==> config.mk <==
export PLATFORM = sky130hd
export DESIGN_NAME = clock_time_setter_flat
export DESIGN_NICKNAME = d
export VERILOG_FILES = /design/src/rtl/clock_pkg.sv /design/src/rtl/clock_time_setter_if.sv /design/src/rtl/btn_edge_repeat.sv /design/src/rtl/clock_time_setter.sv /design/src/flat_wrapper.sv
export SDC_FILE = /design/constraint.sdc
export NUM_CORES = 1
export LEC_CHECK = 0
export ABC_CLOCK_PERIOD_IN_PS = 2000
export BUFFER_PORTS_ARGS = -buffer_cell sky130_fd_sc_hd__buf_2
export CAP_MARGIN = 20
export CORE_MARGIN = 2
export CORE_UTILIZATION = 51
export CTS_CLUSTER_DIAMETER = 60
export DETAILED_ROUTE_END_ITERATION = 6
export HOLD_SLACK_MARGIN = 0.15
export PLACE_DENSITY_LB_ADDON = 0.25
export SLEW_MARGIN = 20
export SYNTH_ARGS = -nofsm -noshare
export SYNTH_HDL_FRONTEND = slang
export SYNTH_HIERARCHICAL = 1
export SYNTH_SLANG_ARGS = --single-unit
==> constraint.sdc <==
create_clock -name clk -period 2 [get_ports clk]
set_input_delay 0.1 -clock clk [delete_from_list [all_inputs] [get_ports clk]]
set_output_delay 0.1 -clock clk [all_outputs]
set_load 0.03 [all_outputs]
==> src/rtl/clock_pkg.sv <==
// Shared definitions for the alarm clock: time field sizing, the time-setter
// state encoding and the field_sel codes shown on the front panel.
package clock_pkg;

  localparam int DEF_FIELD_W       = 2;
  localparam int DEF_HOURS_MAX     = 3;
  localparam int DEF_MIN_MAX       = 3;
  localparam int DEF_SEC_MAX       = 3;
  localparam int DEF_REPEAT_CYCLES = 8;
  localparam int DEF_BLINK_CYCLES  = 4;

  typedef enum logic [2:0] {
    IDLE   = 3'd0,
    SET_H  = 3'd1,
    SET_M  = 3'd2,
    SET_S  = 3'd3,
    COMMIT = 3'd4
  } state_t;

  localparam logic [1:0] FSEL_NONE    = 2'd0;
  localparam logic [1:0] FSEL_HOURS   = 2'd1;
  localparam logic [1:0] FSEL_MINUTES = 2'd2;
  localparam logic [1:0] FSEL_SECONDS = 2'd3;

  // True while the user is editing one of the three fields.
  function automatic logic is_set_state(input state_t st);
    case (st)
      SET_H, SET_M, SET_S: return 1'b1;
      default:             return 1'b0;
    endcase
  endfunction

  // Which field the display should highlight in a given state.
  function automatic logic [1:0] fsel_of(input state_t st);
    case (st)
      SET_H:   return FSEL_HOURS;
      SET_M:   return FSEL_MINUTES;
      SET_S:   return FSEL_SECONDS;
      default: return FSEL_NONE;
    endcase
  endfunction

endpackage

==> src/rtl/clock_time_setter_if.sv <==
// Preset-load channel between the time setter (writer) and the clock core.
// load_req stays high with stable preset_* until the core returns load_ack.
interface clock_time_setter_if #(
  parameter int FIELD_W = 2
) ();

  logic [FIELD_W-1:0] preset_hours;
  logic [FIELD_W-1:0] preset_minutes;
  logic [FIELD_W-1:0] preset_seconds;
  logic               load_req;
  logic               load_ack;

  modport master (
    output preset_hours, preset_minutes, preset_seconds, load_req,
    input  load_ack
  );

  modport slave (
    input  preset_hours, preset_minutes, preset_seconds, load_req,
    output load_ack
  );

endinterface

==> src/rtl/btn_edge_repeat.sv <==
// Press/auto-repeat event generator for one debounced button. Emits a pulse
// in the cycle the button is first seen high, then one every REPEAT_CYCLES
// cycles while it stays held. A button already high when reset ends must be
// released once before it can produce events (armed_r).
module btn_edge_repeat #(
  parameter int REPEAT_CYCLES = 8
) (
  input  logic clk,
  input  logic reset,
  input  logic btn,
  output logic evt
);

  localparam int CNT_W = $clog2(REPEAT_CYCLES + 1);

  logic             btn_q_r;
  logic             armed_r;
  logic [CNT_W-1:0] hold_cnt_r;
  logic             press_s;
  logic             rpt_s;

  // Event decode: rising edge, or the hold counter reaching a full period.
  always_comb begin
    press_s = btn & ~btn_q_r & armed_r;
    rpt_s   = btn & btn_q_r & armed_r & (hold_cnt_r == CNT_W'(REPEAT_CYCLES));
    evt     = press_s | rpt_s;
  end

  // Previous-level, arming and hold-length tracking.
  always_ff @(posedge clk or posedge reset) begin
    if (reset) begin
      btn_q_r    <= 1'b0;
      armed_r    <= 1'b0;
      hold_cnt_r <= CNT_W'(0);
    end else begin
      btn_q_r <= btn;
      armed_r <= armed_r | ~btn;
      if (!btn || !armed_r) begin
        hold_cnt_r <= CNT_W'(0);
      end else if (press_s || rpt_s) begin
        hold_cnt_r <= CNT_W'(1);
      end else begin
        hold_cnt_r <= hold_cnt_r + CNT_W'(1);
      end
    end
  end

endmodule

==> src/rtl/clock_time_setter.sv <==
// Front-panel time-entry controller: captures the live time, lets the user
// edit hours/minutes/seconds with inc/dec buttons and hands the result to
// the clock core over the preset-load handshake.
module clock_time_setter
  import clock_pkg::*;
#(
  parameter int FIELD_W       = DEF_FIELD_W,
  parameter int HOURS_MAX     = DEF_HOURS_MAX,
  parameter int MIN_MAX       = DEF_MIN_MAX,
  parameter int SEC_MAX       = DEF_SEC_MAX,
  parameter int REPEAT_CYCLES = DEF_REPEAT_CYCLES,
  parameter int BLINK_CYCLES  = DEF_BLINK_CYCLES
) (
  input  logic               clk,
  input  logic               reset,
  input  logic               mode_btn,
  input  logic               inc_btn,
  input  logic               dec_btn,
  input  logic               cancel_btn,
  input  logic [FIELD_W-1:0] cur_hours,
  input  logic [FIELD_W-1:0] cur_minutes,
  input  logic [FIELD_W-1:0] cur_seconds,
  output logic               editing,
  output logic [1:0]         field_sel,
  output logic               blink,
  clock_time_setter_if.master load_if
);

  localparam int BLINK_W = $clog2(BLINK_CYCLES + 1);
  localparam logic [FIELD_W-1:0] H_MAX = FIELD_W'(HOURS_MAX);
  localparam logic [FIELD_W-1:0] M_MAX = FIELD_W'(MIN_MAX);
  localparam logic [FIELD_W-1:0] S_MAX = FIELD_W'(SEC_MAX);

  state_t               state_r;
  state_t               next_state_s;
  logic [FIELD_W-1:0]   hours_r, minutes_r, seconds_r;
  logic [FIELD_W-1:0]   hours_nxt_s, minutes_nxt_s, seconds_nxt_s;
  logic                 mode_q_r, mode_arm_r, cancel_q_r, cancel_arm_r;
  logic                 mode_press_s, cancel_press_s;
  logic                 inc_evt_s, dec_evt_s;
  logic                 load_req_r, editing_r, blink_r;
  logic [1:0]           field_sel_r;
  logic [BLINK_W-1:0]   blink_cnt_r;

  // Modulo (max+1) step; simultaneous inc and dec cancel out.
  function automatic logic [FIELD_W-1:0] field_step(
    input logic [FIELD_W-1:0] val,
    input logic [FIELD_W-1:0] max_v,
    input logic               up,
    input logic               down
  );
    logic [FIELD_W-1:0] res;
    if (up && !down) begin
      res = (val == max_v) ? FIELD_W'(0) : val + FIELD_W'(1);
    end else if (down && !up) begin
      res = (val == FIELD_W'(0)) ? max_v : val - FIELD_W'(1);
    end else begin
      res = val;
    end
    return res;
  endfunction

  btn_edge_repeat #(.REPEAT_CYCLES(REPEAT_CYCLES)) u_inc (
    .clk   (clk),
    .reset (reset),
    .btn   (inc_btn),
    .evt   (inc_evt_s)
  );

  btn_edge_repeat #(.REPEAT_CYCLES(REPEAT_CYCLES)) u_dec (
    .clk   (clk),
    .reset (reset),
    .btn   (dec_btn),
    .evt   (dec_evt_s)
  );

  // Mode/cancel previous levels and post-reset arming for plain edge detect.
  always_ff @(posedge clk or posedge reset) begin
    if (reset) begin
      mode_q_r     <= 1'b0;
      mode_arm_r   <= 1'b0;
      cancel_q_r   <= 1'b0;
      cancel_arm_r <= 1'b0;
    end else begin
      mode_q_r     <= mode_btn;
      mode_arm_r   <= mode_arm_r | ~mode_btn;
      cancel_q_r   <= cancel_btn;
      cancel_arm_r <= cancel_arm_r | ~cancel_btn;
    end
  end

  // Press decode for mode and cancel.
  always_comb begin
    mode_press_s   = mode_btn & ~mode_q_r & mode_arm_r;
    cancel_press_s = cancel_btn & ~cancel_q_r & cancel_arm_r;
  end

  // Next state and next preset values; cancel beats mode beats inc/dec.
  always_comb begin
    next_state_s  = state_r;
    hours_nxt_s   = hours_r;
    minutes_nxt_s = minutes_r;
    seconds_nxt_s = seconds_r;
    case (state_r)
      IDLE: begin
        if (cancel_press_s) begin
          next_state_s = IDLE;
        end else if (mode_press_s) begin
          next_state_s  = SET_H;
          hours_nxt_s   = cur_hours;
          minutes_nxt_s = cur_minutes;
          seconds_nxt_s = cur_seconds;
        end else begin
          next_state_s = IDLE;
        end
      end
      SET_H: begin
        if (cancel_press_s) begin
          next_state_s = IDLE;
        end else if (mode_press_s) begin
          next_state_s = SET_M;
        end else begin
          hours_nxt_s = field_step(hours_r, H_MAX, inc_evt_s, dec_evt_s);
        end
      end
      SET_M: begin
        if (cancel_press_s) begin
          next_state_s = IDLE;
        end else if (mode_press_s) begin
          next_state_s = SET_S;
        end else begin
          minutes_nxt_s = field_step(minutes_r, M_MAX, inc_evt_s, dec_evt_s);
        end
      end
      SET_S: begin
        if (cancel_press_s) begin
          next_state_s = IDLE;
        end else if (mode_press_s) begin
          next_state_s = COMMIT;
        end else begin
          seconds_nxt_s = field_step(seconds_r, S_MAX, inc_evt_s, dec_evt_s);
        end
      end
      COMMIT: begin
        if (load_if.load_ack) begin
          next_state_s = IDLE;
        end else begin
          next_state_s = COMMIT;
        end
      end
      default: begin
        next_state_s = IDLE;
      end
    endcase
  end

  // State, preset and status registers; status is decoded from next state.
  always_ff @(posedge clk or posedge reset) begin
    if (reset) begin
      state_r     <= IDLE;
      hours_r     <= FIELD_W'(0);
      minutes_r   <= FIELD_W'(0);
      seconds_r   <= FIELD_W'(0);
      load_req_r  <= 1'b0;
      editing_r   <= 1'b0;
      field_sel_r <= FSEL_NONE;
    end else begin
      state_r     <= next_state_s;
      hours_r     <= hours_nxt_s;
      minutes_r   <= minutes_nxt_s;
      seconds_r   <= seconds_nxt_s;
      load_req_r  <= (next_state_s == COMMIT);
      editing_r   <= is_set_state(next_state_s);
      field_sel_r <= fsel_of(next_state_s);
    end
  end

  // Blink generator: restarts low on every state change, idle outside SET.
  always_ff @(posedge clk or posedge reset) begin
    if (reset) begin
      blink_cnt_r <= BLINK_W'(0);
      blink_r     <= 1'b0;
    end else if ((next_state_s != state_r) || !is_set_state(state_r)) begin
      blink_cnt_r <= BLINK_W'(0);
      blink_r     <= 1'b0;
    end else if (blink_cnt_r == BLINK_W'(BLINK_CYCLES - 1)) begin
      blink_cnt_r <= BLINK_W'(0);
      blink_r     <= ~blink_r;
    end else begin
      blink_cnt_r <= blink_cnt_r + BLINK_W'(1);
    end
  end

  assign load_if.preset_hours   = hours_r;
  assign load_if.preset_minutes = minutes_r;
  assign load_if.preset_seconds = seconds_r;
  assign load_if.load_req       = load_req_r;
  assign editing                = editing_r;
  assign field_sel              = field_sel_r;
  assign blink                  = blink_r;

endmodule
==> src/flat_wrapper.sv <==
// flat-port wrapper written by rule: the top's interface ports become plain ports
module clock_time_setter_flat import clock_pkg::*;
#(
  parameter int FIELD_W       = DEF_FIELD_W,
  parameter int HOURS_MAX     = DEF_HOURS_MAX,
  parameter int MIN_MAX       = DEF_MIN_MAX,
  parameter int SEC_MAX       = DEF_SEC_MAX,
  parameter int REPEAT_CYCLES = DEF_REPEAT_CYCLES,
  parameter int BLINK_CYCLES  = DEF_BLINK_CYCLES
)
  (clk, reset, mode_btn, inc_btn, dec_btn, cancel_btn, cur_hours, cur_minutes, cur_seconds, editing, field_sel, blink, load_if_preset_hours, load_if_preset_minutes, load_if_preset_seconds, load_if_load_req, load_if_load_ack);
  clock_time_setter_if #(.FIELD_W(FIELD_W)) load_if_i ();
  input  logic clk;
  input  logic reset;
  input  logic mode_btn;
  input  logic inc_btn;
  input  logic dec_btn;
  input  logic cancel_btn;
  input  logic [FIELD_W-1:0] cur_hours;
  input  logic [FIELD_W-1:0] cur_minutes;
  input  logic [FIELD_W-1:0] cur_seconds;
  output logic editing;
  output logic [1:0] field_sel;
  output logic blink;
  output wire logic [$bits(load_if_i.preset_hours)-1:0] load_if_preset_hours;
  output wire logic [$bits(load_if_i.preset_minutes)-1:0] load_if_preset_minutes;
  output wire logic [$bits(load_if_i.preset_seconds)-1:0] load_if_preset_seconds;
  output wire logic [$bits(load_if_i.load_req)-1:0] load_if_load_req;
  input wire logic [$bits(load_if_i.load_ack)-1:0] load_if_load_ack;
  assign load_if_preset_hours = load_if_i.preset_hours;
  assign load_if_preset_minutes = load_if_i.preset_minutes;
  assign load_if_preset_seconds = load_if_i.preset_seconds;
  assign load_if_load_req = load_if_i.load_req;
  assign load_if_i.load_ack = load_if_load_ack;
  clock_time_setter #(.FIELD_W(FIELD_W), .HOURS_MAX(HOURS_MAX), .MIN_MAX(MIN_MAX), .SEC_MAX(SEC_MAX), .REPEAT_CYCLES(REPEAT_CYCLES), .BLINK_CYCLES(BLINK_CYCLES)) u_core (.clk(clk), .reset(reset), .mode_btn(mode_btn), .inc_btn(inc_btn), .dec_btn(dec_btn), .cancel_btn(cancel_btn), .cur_hours(cur_hours), .cur_minutes(cur_minutes), .cur_seconds(cur_seconds), .editing(editing), .field_sel(field_sel), .blink(blink), .load_if(load_if_i));
endmodule
# Yosys cells after proc, flatten, opt, wreduce, memory -nomap -nowiden
# Cells that the tools add are included.
# word_totals
register_bits	33
in_bits	13
# op_classes
addsub	9
eq_ne	26
muxes	48
n_bitwise	29
n_reduce_logical	27
# ops
cell	n
$mux W2	24
$mux W3	10
$reduce_and A6 Y1	3
$mux W4	4
$eq A3 B2 Y1 const B	5
$pmux W3 S5	1
$and A1 B1 Y1	14
$ne A2 B2 Y1 const B	7
$pmux W2 S2	3
$ne A3 B1 Y1 const B	3
$not A1 Y1	9
$add A4 B1 Y4 const B	2
$eq A4 B4 Y1 const B	2
$reduce_bool A2 Y1	4
$logic_not A1 Y1	7
$add A2 B1 Y2 const B	3
$eq A2 B2 Y1 const B	3
$eq A3 B1 Y1 const B	2
$eq A3 B3 Y1 const B	2
$logic_not A2 Y1	3
$or A1 B1 Y1	6
$pmux W2 S3	1
$reduce_or A3 Y1	2
$sub A2 B1 Y2 const B	3
other kinds (7)	16

# Depth between registers and ports, before layout
# Gate-level depths: netlist of run 1.
# logic_depth
ltp_word	11
depth_mapped	11
mapped_depth_nobuf	10

# By module
# The synthesis of run 1 kept the hierarchy.
# by_module_without_submodules
module	n_inst	cells_each	area_per_inst_um2	seq_area_each_um2
clock_time_setter	1	108	1173.6	525.5
btn_edge_repeat	2	24	286.5	150.1

# Worst setup path after synthesis of run 1
# Ideal clock, no wire load.
# synth_timing
path_type	reg-to-reg
start	reg u_core.u_dec.hold_cnt_r[0]
end	reg u_core.seconds_r[1] (netlist: u_core/load_if.preset_seconds[1])
setup_time_ns	0.125
t_arrival_ns	1.802
required_ns	1.875
setup_slack_ns	0.073
stages_incl_launch_ff	10
path_buffers	0
period_less_slack_ns	1.927
cell_sequence	dfrtp_1 > inv_1 > ha_1 > nand3b_4 > a21oi_1 > inv_1 > ha_1 > nor3_4 > o21ai_2 > mux2_4
# synth_between
elab_chain_len	9
word_cells_on_any_way	12
cone_classes	eq/ne (2); mux (4); bitwise (2); reduce/logical (4)
# synth_rtl
element	line	source
start, declared	btn_edge_repeat.sv:18	logic [CNT_W-1:0] hold_cnt_r;
start signal, assigned	btn_edge_repeat.sv:43	hold_cnt_r <= hold_cnt_r + CNT_W'(1);
$eq A4 B4 Y1 (*)	btn_edge_repeat.sv:25	rpt_s = btn & btn_q_r & armed_r & (hold_cnt_r == CNT_W'(REPEAT_CYCLES));
$and A1 B1 Y1 (*)	btn_edge_repeat.sv:25	
$or A1 B1 Y1 (*)	btn_edge_repeat.sv:26	evt = press_s | rpt_s;
net u_core.dec_evt_s	clock_time_setter.sv:40	logic inc_evt_s, dec_evt_s;
$logic_not A1 Y1	clock_time_setter.sv:53	if (up && !down) begin
$logic_and A1 B1 Y1	clock_time_setter.sv:53	
$mux W2	clock_time_setter.sv:53	
$mux W2	clock_time_setter.sv:138	end else if (mode_press_s) begin
$mux W2	clock_time_setter.sv:136	if (cancel_press_s) begin
$pmux W2 S2	clock_time_setter.sv:104	case (state_r)
end signal, assigned	clock_time_setter.sv:171	seconds_r <= seconds_nxt_s;
end, declared	clock_time_setter.sv:36	logic [FIELD_W-1:0] hours_r, minutes_r, seconds_r;
# Mark *: on every way through the listed nets, which the timed path passes. The rest lies on a longest branch. The select of a mux whose other input is x is not followed.
# A chain may end at the register's enable or synchronous reset.

# Worst setup path in the final report of run 1
# layout_timing
start	reg u_core.u_dec.hold_cnt_r[1]
end	reg u_core.seconds_r[1] (netlist: u_core/load_if.preset_seconds[1])
# Same word-level chain as after synthesis.

==> summary.md, run 1 <==
| Metric | Value |
|---|---|
| Pre-Repair DR Iteration Count | 4 |
| RSZ-0062 raised after global routing | false |
| Largest net degree at the start of global routing | 22 |
| Via/cell ratio | ~5.1 |
| Final nets | about 220 |
| Critical Path Most Common Cell | inv_1 |
| Vias in the first global route | between 1000 and 1500 |
| Final setup violation count | 0 |
| Area growth, synth to finish | 21.2% |
| Mapped cell area | around 0.0017 mm² |
| Max Slew Vio Count | 0 |
| Min Tclk post-route | 1.92 ns |
| Synth Net Count | around 180 |
| Layout cell share with drive strength beyond 1 | between 20 and 30% |
| Die height | 62.5 µm |
| Worst hold-check path type | input port to async pin |
| Endpoints failing hold | 0 |
| Actual slew at the worst max-slew pin | 0.783 ns |
| Status | completed |
| Slowest CP cell | dfrtp_1 |
| Drt drc | 0 |
| Async set-reset flop share out of synthesis | 100% |
| Yosys reg bits | 33 |
| CTS tree | done |
| Final cell count without fillers | about 240 |
| DP Cell Count | about 220 |
| Die width | 62.5 µm |
| Core area | ~0.0033 mm² |
| First-pass GRT wire length | 5490 µm |
| Startpoint types | flop |
| Fin area | ~0.0021 mm² |
| Row cnt | 21 |
| R2R Setup Slk | 0.08 ns |
| GRT met1 Usage | between 20% and 30% |
| Power per cell area | 951 mW/mm² |
| R2r endpoint | u_core/load_if.preset_seconds[1]$_DFFE_PP0P_ |
| WP data required | around 2.2 ns |
| Setup Skew | around 0.015 ns |
| Slowest cell delay on critical path | ~0.40 ns |
| Grt peak-use layer | met2 |
| Post-synthesis sequential area ratio | between 40% and 50% |
| Die area | 0.00391 mm² |
| Skew-Pair Late Insertion Delay | around 0.33 ns |
| VDD IR max | between 500 and 600 µV |
| Top_reg_cell synth | dfrtp_1 |
| PortBufs | 23 |
| Initial antenna violation count | 0 |
| Total track usage | between 15 and 20% |
| Final worst path period share | 95.9% |
| Clk sinks | 33 |
| DP Area | roughly 0.0019 mm² |
| GR met2 Demand/Resource | approximately 31% |
| Worst relative slew slack | 47.8% |
| Leakage | 1.06 nW |
| Io pins | 24 |
| Via Count | between 1000 and 1500 |
| Fillers | 272 |
| Clock transition at the registers of the reported paths | about 0.1 ns |
| H-Tree Depth | 2 |
| Antenna diodes | 0 |
| Initial Util | between 50% and 60% |
| Grt met3 use | roughly 4.5% |
| CP Cell Sequence | inv_1 > ha_2 > nand3b_4 > a21oi_2 > inv_1 > ha_4 > nor3_4 > o21ai_2 > mux2_4 |
| Total gr overflow | 0 |
| Clk buf depth | 2 |
| TritonCTS buffer count | 5 |
| Post-synth cell types | 35 |
| Antenna Violating Nets Remaining | 0 |
| Root Buffer | clkbuf_4 |
| Post-synth EDFFs | 0 |
| Cells after Synth | roughly 160 |
| CP Max Fanout | 3 |
| Maximum Capacitance Violations | 0 |
| Bufs and invs on worst path | 2 |
| Setup CP Type | flop to flop |
| Worst reg2reg path startpoint | u_core/u_dec/hold_cnt_r[1]$_DFF_PP0_ |
| FF-to-FF path depth | 9 |
| Synth Warn # | 6 |
| Routed len/inst | between 10 and 15 µm |
| First DRT Iteration DRCs | 65 |
| Critical Path End Type | flop |
| Post-DP HPWL | about 2300 µm |
| Fmax | ~0.52 GHz |
| Syn Area/Cell | approximately 11 µm² |
| Worst Path Arrival | between 2 and 2.5 ns |
| Cell family with most CP delay | adder cells |
| GPL Wtd Cong | 0.739 |
| WL final | 3120 µm |
[what timing repair did]
action / 4_1_cts / 5_1_grt
gates resized for setup: 2 / 4
hold endpoints to repair: 57 / 0
pin swaps: 0 / 2
setup buffers: 0 / 1
hold buffers: 12 / 0
endpoints found under the setup margin: 1 / 1
[flip-flops by register name, indices dropped and copies added (netlist names), 2 cells and up]
register / cells
u_core/u_dec/hold_cnt_r: 4
u_core/u_inc/hold_cnt_r: 4
u_core/blink_cnt_r: 3
u_core/state_r: 3
u_core/field_sel: 2
u_core/load_if.preset_hours: 2
u_core/load_if.preset_minutes: 2
u_core/load_if.preset_seconds: 2
[kinds of logic after synthesis]
logic type / count (synthesis) / synth area share, %
flip-flops: 33 / 47.3
AO/OA/AOI/OAI: 17 / 7.31
adder cells (fa/ha/maj): 12 / 8.60
AND/OR/NAND/NOR: 54 / 21.4
XOR/XNOR: 10 / 5.01
multiplexers: 8 / 4.87
buffers and inverters: 22 / 5.52
[how the worst max path moves through the flow]
stage	from	to	slack [ns]	depth (start not counted)
after floorplan	u_core/u_dec/hold_cnt_r[0]$_DFF_PP0_	u_core/load_if.preset_seconds[1]$_DFFE_PP0P_	0.07	9
after global placement	u_core/u_dec/hold_cnt_r[1]$_DFF_PP0_	u_core/load_if.preset_seconds[1]$_DFFE_PP0P_	0.04	9
after detailed placement	u_core/u_dec/hold_cnt_r[1]$_DFF_PP0_	u_core/load_if.preset_seconds[1]$_DFFE_PP0P_	-0.02	9
after CTS	u_core/u_inc/hold_cnt_r[0]$_DFF_PP0_	u_core/load_if.preset_seconds[1]$_DFFE_PP0P_	0.06	8
after global routing	u_core/u_inc/hold_cnt_r[0]$_DFF_PP0_	u_core/load_if.preset_seconds[1]$_DFFE_PP0P_	0.003	8
final	u_core/u_dec/hold_cnt_r[1]$_DFF_PP0_	u_core/load_if.preset_seconds[1]$_DFFE_PP0P_	0.08	9
[metal layers]
layer,share of wire [%],wire length [µm],vias up
met5,0,0,-
met4,1.5,47,0
met3,3.2,99,5
met2,52,1630,22
met1,43,1340,606
li1,-,-,606
[synth_stat cells, types with 4 or more instances]
library cell,count,area share [%]
dfrtp_1,33,47
inv_1,18,3.9
nor2_1,15,3.2
ha_1,12,8.6
nand2b_1,8,2.9
mux2i_1,7,4.0
xnor2_1,7,3.5
nand2_1,5,1.1
nor3_1,5,1.4
nand3_1,4,1.1
[placed cells by master (no fill, tap or decap), drive strengths merged]
cell type,n
dfrtp,33
buf,26
inv,18
nor2,15
dlygate4sd3,12
ha,12
nand2b,8
mux2i,7
xnor2,7
clkbuf,6
nor3,6
nand2,5
nand3b,5
nand3,4
nor3b,4
o21ai,4
xor2,3
o211ai,3
a21oi,3
clkinv,2
a21o,2
a41o,2
a31oi,2
nand4,2
and3b,1
and2b,1
a221oi,1
nor4b,1
nor2b,1
and3,1
mux2,1
[report_power, final]
group / total (W) / internal, W / switching, W
sequential: 0.000900 / 0.000774 / 0.000126
clock: 0.000353 / 0.000134 / 0.000219
combinational: 0.000760 / 0.000317 / 0.000444
total: 0.00201 / 0.00122 / 0.000789
[worst min-delay path: stages]
cell and delay (ns):
dlygate4sd3_1 0.53, buf_2 0.14, inv_1 0.19
[layout make-up]
class                           count  area (µm²)  area share (%)
Timing Repair Buffer               38         258            12.2
Sequential cell                    33         826            39.0
Multi-Input combinational cell    101         857            40.5
Clock buffer                        6        41.3            1.95
Clock inverter                      2        10.0           0.473
Inverter                           18        67.6            3.19
Tap cell                           46        57.6            2.72
[through the flow]
stage               power (W)  hold slack (ns)  worst slack, ns  utilization (%)  TNS (ns)
floorplan             0.00146           -0.109           0.0732                -         0
global placement      0.00160           0.0365           0.0378             57.6         0
detailed placement    0.00165           0.0488          -0.0173             57.6   -0.0173
CTS                   0.00204            0.223           0.0573             63.2         0
global route          0.00218            0.241          0.00263             63.9         0
finish                0.00201            0.241           0.0825             63.9         0
(Power assumes the default switching activity.)
==> inputs of run 2 (changes only) <==
--- a/config.mk
+++ b/config.mk
@@ -6,5 +6,4 @@
 export NUM_CORES = 1
 export LEC_CHECK = 0
-export ABC_CLOCK_PERIOD_IN_PS = 2000
 export BUFFER_PORTS_ARGS = -buffer_cell sky130_fd_sc_hd__buf_2
 export CAP_MARGIN = 20
@@ -15,5 +14,5 @@
 export HOLD_SLACK_MARGIN = 0.15
 export PLACE_DENSITY_LB_ADDON = 0.25
-export SLEW_MARGIN = 20
+export SLEW_MARGIN = 10
 export SYNTH_ARGS = -nofsm -noshare
 export SYNTH_HDL_FRONTEND = slang
==> constraint.sdc (replaced) <==
create_clock -name clk -period 2 [get_ports clk]
set_input_delay 0.2 -clock clk [delete_from_list [all_inputs] [get_ports clk]]
set_output_delay 0.2 -clock clk [all_outputs]
set_load 0.03 [all_outputs]
==> run 2 against run 1 <==
  * Design area shrank 2.8%
  * Sequential power about the same
  * Combinational power down 1%
  * Clock power barely moved
  * Via count fell by 2.2%
  * Maximum frequency decreased by 0.10%
  * Critical path depth unchanged
  * Critical endpoint unchanged
  * Largest power group unchanged
  * Highest routed layer unchanged
==> summary.md, run 2 (synthesized netlist as in run 1, its figures left out) <==
| Metric | Value |
|---|---|
| CP Max Fanout | 3 (unchanged) |
| Row cnt | 21 (unchanged) |
| Area growth, synth to finish | 17.8% (was 21.2%) |
| GPL Wtd Cong | 0.739 (unchanged) |
| Antenna Violating Nets Remaining | 0 (unchanged) |
| Core area | 0.00331 mm² (unchanged) |
| Fmax | 0.521 GHz (was 0.522 GHz) |
| Status | completed (unchanged) |
| Worst relative slew slack | 48.0% (was 47.8%) |
| Min Tclk post-route | 1.92 ns (about the same) |
| Critical Path End Type | flop (unchanged) |
| Vias in the first global route | 1219 (was 1245) |
| Total track usage | 17.8% (was 18.0%) |
| Setup CP Type | flop to flop (unchanged) |
| CTS tree | done (unchanged) |
| Largest net degree at the start of global routing | 22 (unchanged) |
| Initial Util | 52.8% (unchanged) |
| VDD IR max | 587 µV (was 584 µV) |
| Pre-Repair DR Iteration Count | 4 (unchanged) |
| RSZ-0062 raised after global routing | false (unchanged) |
| Actual slew at the worst max-slew pin | 0.780 ns (was 0.783 ns) |
| Final setup violation count | 0 (unchanged) |
| Flop pwr share | 44.9% (was 44.7%) |
| Layout cell share with drive strength beyond 1 | 26.0% (was 25.3%) |
| Commonest cells after routing, fill and taps aside | 33 x dfrtp_1, 23 x buf_2, 18 x inv_1 (unchanged) |
| Maximum Capacitance Violations | 0 (unchanged) |
| WL final | 3070 µm (was 3120 µm) |
| Startpoint types | flop (unchanged) |
| Fillers | 280 (was 272) |
| Io pins | 24 (unchanged) |
| Die area | 0.00391 mm² (unchanged) |
| Die width | 62.5 µm (unchanged) |
| Root Buffer | clkbuf_4 (unchanged) |
| Via Count | 1212 (was 1239) |
| H-Tree Depth | 2 (unchanged) |
| Clock power share | 17.6% (was 17.5%) |
| First DRT Iteration DRCs | 51 (was 65) |
| Leakage | 1.04 nW (was 1.06 nW) |
| Most common library cell in the layout ignoring fill and taps | dfrtp_1 (unchanged) |
| Max Slew Vio Count | 0 (unchanged) |
| Clock transition at the registers of the reported paths | 0.10 ns (about the same) |
| Clk sinks | 33 (unchanged) |
| Biggest registers after layout | u_core/u_dec/hold_cnt_r: 4 flops, u_core/u_inc/hold_cnt_r: 4 flops (unchanged) |
| Drt drc | 0 (unchanged) |
| Final cell count without fillers | 238 (was 244) |
| Via/cell ratio | 5.09 (was 5.08) |
| First-pass GRT wire length | 5420 µm (was 5490 µm) |
| Skew-Pair Late Insertion Delay | 0.33 ns (about the same) |
| Cell internal pwr | 0.00122 W (about the same) |
| P_sw | 0.000787 W (was 0.000789 W) |
| Final worst path period share | 96.0% (was 95.9%) |
| Initial antenna violation count | 0 (unchanged) |
| Reg area | 826 µm² (unchanged) |
| Antenna diodes | 0 (unchanged) |
| PortBufs | 23 (unchanged) |
| Die height | 62.5 µm (unchanged) |
| Power per cell area | 974 mW/mm² (was 951 mW/mm²) |
| Worst hold-check path type | input port to flop (was input port to async pin) |
| Setup TNS Final | 0 ns (unchanged) |
| Post-DP HPWL | 2270 µm (unchanged) |
| Final nets | 216 (was 222) |
| Sw frac | 39.3% (was 39.2%) |
| Dpl ws | -0.0173 ns (unchanged) |
| DP Cell Count | 223 (unchanged) |
| Endpoints failing hold | 0 (unchanged) |
| Setup Skew | 0.0150 ns (was 0.0149 ns) |
| Clk buf depth | 2 (unchanged) |
| WP data required | 2.23 ns (about the same) |
| TritonCTS buffer count | 5 (unchanged) |
| Total gr overflow | 0 (unchanged) |
| Routed len/inst | 12.9 µm (was 12.8 µm) |
| Setup WS post-layout | 0.0806 ns (was 0.0825 ns) |
| Worst Path Arrival | 2.15 ns (about the same) |
| Combinational share of power | 37.5% (was 37.8%) |
| Area of the multi-input gates | 857 µm² (unchanged) |
run 2: cell count changes in the layout (fill, tap and decap cells not counted), sizes merged:
cell         before  now
dlygate4sd3      12    6
run 2: metal layers:
layer / track usage [%] / part of all wire [%]
met1: 20.6 / 42
met2: 30.9 / 53
met3: 4.50 / 3.4
met4: 8.33 / 1.5
met5: 0 / 0
run 2: what timing repair did:
item,in CTS,in global routing
setup buffers,0,1
gates resized for setup,2,4
pin swaps,0,2
hold endpoints to repair,43,0
hold buffers,6,0
setup endpoints to repair,1,1
run 2: path summary, 6_finish.rpt:
kind	to	start	slack (ns)	cells after the start
setup / recovery	u_core/load_if.preset_seconds[1]$_DFFE_PP0P_	u_core/u_dec/hold_cnt_r[1]$_DFF_PP0_	0.08	9
hold / removal	u_core/load_if.preset_hours[1]$_DFFE_PP0P_	cur_hours[1]	0.17	3
setup reg to reg	u_core/load_if.preset_seconds[1]$_DFFE_PP0P_	u_core/u_dec/hold_cnt_r[1]$_DFF_PP0_	0.08	9
hold reg to reg	u_core/blink_cnt_r[0]$_DFF_PP0_	u_core/blink_cnt_r[0]$_DFF_PP0_	0.45	1
max in group asynchronous	u_core/blink$_DFFE_PP0P_	reset	0.93	3
min in group asynchronous	u_core/u_inc/hold_cnt_r[0]$_DFF_PP0_	reset	0.34	3
run 2: critical path, cell delays in order, from the launching register on:
cell and delay, ns:
dfrtp_1 0.40, inv_1 0.07, ha_2 0.19, nand3b_4 0.11, a21oi_2 0.14, inv_1 0.07, ha_4 0.29, nor3_4 0.04
o21ai_2 0.20, mux2_4 0.32
run 2: layout make-up:
cell class,count,area share (%)
Multi-Input combinational cell,101,41.7
Sequential cell,33,40.1
Timing Repair Buffer,32,9.61
Inverter,18,3.28
Tap cell,46,2.80
Clock buffer,6,2.01
Clock inverter,2,0.487
run 2: power groups by stage:
stage / logic (W) / clock network [W] / registers (W)
after detailed placement: 0.000741 / 0 / 0.000912
final: 0.000751 / 0.000353 / 0.000900
after CTS: 0.000757 / 0.000374 / 0.000898
after floorplan: 0.000434 / 0 / 0.00103
after global routing: 0.000836 / 0.000416 / 0.000922
after global placement: 0.000704 / 0 / 0.000898
run 2: per-stage QoR:
step                      util, %  hold slack, ns  cell area, µm²  power (W)
final                        62.1           0.171            2060    0.00200
after detailed placement     57.6           0.149            1910    0.00165
after global routing         62.1           0.159            2060    0.00217
after floorplan                 -        -0.00904            1750    0.00146
after CTS                    61.4           0.160            2030    0.00203
after global placement       57.6           0.137            1910    0.00160
==> inputs of run 3 (changes only) <==
- CELL_PAD_IN_SITES_DETAIL_PLACEMENT: not set -> 0
- CELL_PAD_IN_SITES_GLOBAL_PLACEMENT: not set -> 1
- CORE_UTILIZATION: 51 -> 40
==> run 3 against run 2 <==
  * Global-route usage fell by 3.3 points
  * First-iteration DRC count shrank 53%
  * Maximum frequency up 0.87%
  * Count of clock-buffer cells in the layout up 1
  * Highest routed layer unchanged
==> summary.md, run 3 (synthesized netlist as in run 1, its figures left out) <==
| Metric | Value |
|---|---|
| Status | completed (unchanged) |
| Die area | 0.00491 mm² (was 0.00391 mm²) |
| FF-to-FF path depth | 9 (unchanged) |
| Pre-Repair DR Iteration Count | 4 (unchanged) |
| Io pins | 24 (unchanged) |
| Biggest registers after layout | u_core/u_dec/hold_cnt_r: 4 flops, u_core/u_inc/hold_cnt_r: 4 flops (unchanged) |
| Clk buf depth | 2 (unchanged) |
| Fin util | 49.5% (was 62.1%) |
| Worst hold-check path type | input port to flop (unchanged) |
| Max Slew Vio Count | 0 (unchanged) |
| Die height | 70.1 µm (was 62.5 µm) |
| CTS tree | done (unchanged) |
| First DRT Iteration DRCs | 24 (was 51) |
| Final setup violation count | 0 (unchanged) |
| Worst Hold Path Cells | 3 (unchanged) |
| CP Cell Sequence | inv_1 > ha_1 > nand3b_4 > a21oi_1 > inv_1 > ha_4 > nor3_4 > o21ai_2 > mux2_4 (was inv_1 > ha_2 > nand3b_4 > a21oi_2 > inv_1 > ha_4 > nor3_4 > o21ai_2 > mux2_4) |
| Via/cell ratio | 4.88 (was 5.09) |
| Critical Path End Type | flop (unchanged) |
| Fin area | 0.00213 mm² (was 0.00206 mm²) |
| VDD IR max | 683 µV (was 587 µV) |
| Endpoints failing hold | 0 (unchanged) |
| Power per cell area | 1080 mW/mm² (was 974 mW/mm²) |
| WP depth | 9 (unchanged) |
| Most common library cell in the layout ignoring fill and taps | dfrtp_1 (unchanged) |
| Fillers | 399 (was 280) |
| Slowest cell delay on critical path | 0.40 ns (about the same) |
| Total track usage | 14.5% (was 17.8%) |
| H-Tree Depth | 2 (unchanged) |
| Largest net degree at the start of global routing | 22 (unchanged) |
| Area growth, synth to finish | 21.7% (was 17.8%) |
| Actual slew at the worst max-slew pin | 0.826 ns (was 0.780 ns) |
| Row cnt | 24 (was 21) |
| Startpoint types | flop (unchanged) |
| Worst Path Arrival | 2.07 ns (was 2.15 ns) |
| Routed len/inst | 12.9 µm (about the same) |
| Setup Skew | 0.00537 ns (was 0.0150 ns) |
| Clock transition at the registers of the reported paths | 0.07 ns (was 0.10 ns) |
| Final worst path period share | 95.1% (was 96.0%) |
| Clk sinks | 33 (unchanged) |
| PortBufs | 23 (unchanged) |
| Leakage | 1.07 nW (was 1.04 nW) |
| Fmax | 0.525 GHz (was 0.521 GHz) |
| Layout cell share with drive strength beyond 1 | 25.4% (was 26.0%) |
| Commonest cells after routing, fill and taps aside | 33 x dfrtp_1, 23 x buf_2, 18 x inv_1 (unchanged) |
| Die width | 70.1 µm (was 62.5 µm) |
| Cell family with most CP delay | adder cells (unchanged) |
| Post-DP HPWL | 2390 µm (was 2270 µm) |
| GPL Wtd Cong | 0.738 (was 0.739) |
| Min Tclk post-route | 1.90 ns (was 1.92 ns) |
| Initial antenna violation count | 0 (unchanged) |
| Bufs and invs on worst path | 2 (unchanged) |
| Skew-Pair Late Insertion Delay | 0.28 ns (was 0.33 ns) |
| TritonCTS buffer count | 5 (unchanged) |
| Drt drc | 0 (unchanged) |
| WL final | 3160 µm (was 3070 µm) |
| Slowest CP cell | dfrtp_1 (unchanged) |
| Setup TNS Final | 0 ns (unchanged) |
| Antenna diodes | 0 (unchanged) |
| Total gr overflow | 0 (unchanged) |
| First-pass GRT wire length | 5510 µm (was 5420 µm) |
| Critical Path Most Common Cell | inv_1 (unchanged) |
| CP Max Fanout | 3 (unchanged) |
| Setup CP Type | flop to flop (unchanged) |
| Root Buffer | clkbuf_8 (was clkbuf_4) |
| Via Count | 1195 (was 1212) |
| Worst relative slew slack | 44.9% (was 48.0%) |
| Final nets | 217 (was 216) |
| Vias in the first global route | 1218 (was 1219) |
| Maximum Capacitance Violations | 0 (unchanged) |
| Core area | 0.00429 mm² (was 0.00331 mm²) |
| Antenna Violating Nets Remaining | 0 (unchanged) |
| DP Area | 0.00193 mm² (was 0.00191 mm²) |
| WP data required | 2.17 ns (was 2.23 ns) |
| Initial Util | 40.7% (was 52.8%) |
## run 3: worst paths after layout
check / startpoint / to / slack, ns
max: u_core/u_dec/hold_cnt_r[1]$_DFF_PP0_ / u_core/load_if.preset_seconds[1]$_DFFE_PP0P_ / 0.1
min: cur_seconds[0] / u_core/load_if.preset_seconds[0]$_DFFE_PP0P_ / 0.21
max reg2reg: u_core/u_dec/hold_cnt_r[1]$_DFF_PP0_ / u_core/load_if.preset_seconds[1]$_DFFE_PP0P_ / 0.1
min reg2reg: u_core/blink_cnt_r[0]$_DFF_PP0_ / u_core/blink_cnt_r[0]$_DFF_PP0_ / 0.45
max in group asynchronous: reset / u_core/blink$_DFFE_PP0P_ / 0.83
min in group asynchronous: reset / u_core/u_inc/armed_r$_DFF_PP0_ / 0.40
## run 3: cell type report
cell class / instances / area (µm²) / share of cell area [%]
multi-input combinational: 101 / 848 / 39.9
timing repair buffer: 33 / 203 / 9.53
tap: 52 / 65.1 / 3.06
sequential: 33 / 826 / 38.8
clock inverter: 1 / 30.0 / 1.41
clock buffer: 7 / 86.3 / 4.06
inverter: 18 / 67.6 / 3.18
## run 3: metal layers
layer	GRT usage, %	vias to the layer above	part of all wire [%]
met2	25.5	25	50
met5	0	-	0
met4	5.56	0	1.1
li1	-	593	-
met1	16.2	573	44
met3	4.91	4	4.4
## run 3: timing repair
item	CTS	global route
setup endpoints to repair	1	5
hold buffers	5	0
buffers inserted	0	1
endpoints found under the hold margin	41	0
pin swaps	0	1
resized for setup	1	2
## run 3: metrics by stage
step	cells	power [W]	setup WS (ns)	hold WS (ns)
2_1_floorplan	156	0.00146	0.0732	-0.00904
3_3_place_gp	231	0.00161	0.0506	0.141
3_5_place_dp	231	0.00166	-0.00417	0.153
4_1_cts	244	0.00233	0.00753	0.201
5_1_grt	245	0.00246	-0.00284	0.201
6_report	245	0.00229	0.0970	0.209
## run 3: worst reg2reg max path: cells and delay by family (launching register included)
family | cells | cell delay [ns]
compound gates | 2 | 0.33
flops | 1 | 0.40
buf+inv | 2 | 0.14
simple gates | 2 | 0.12
mux | 1 | 0.31
fa+ha+maj | 2 | 0.47
## run 3: where the power goes
part | internal [W] | switching [W] | leakage, nW
registers | 0.000776 | 0.000126 | 0.405
logic | 0.000308 | 0.000442 | 0.607
clock network | 0.000406 | 0.000237 | 0.0585
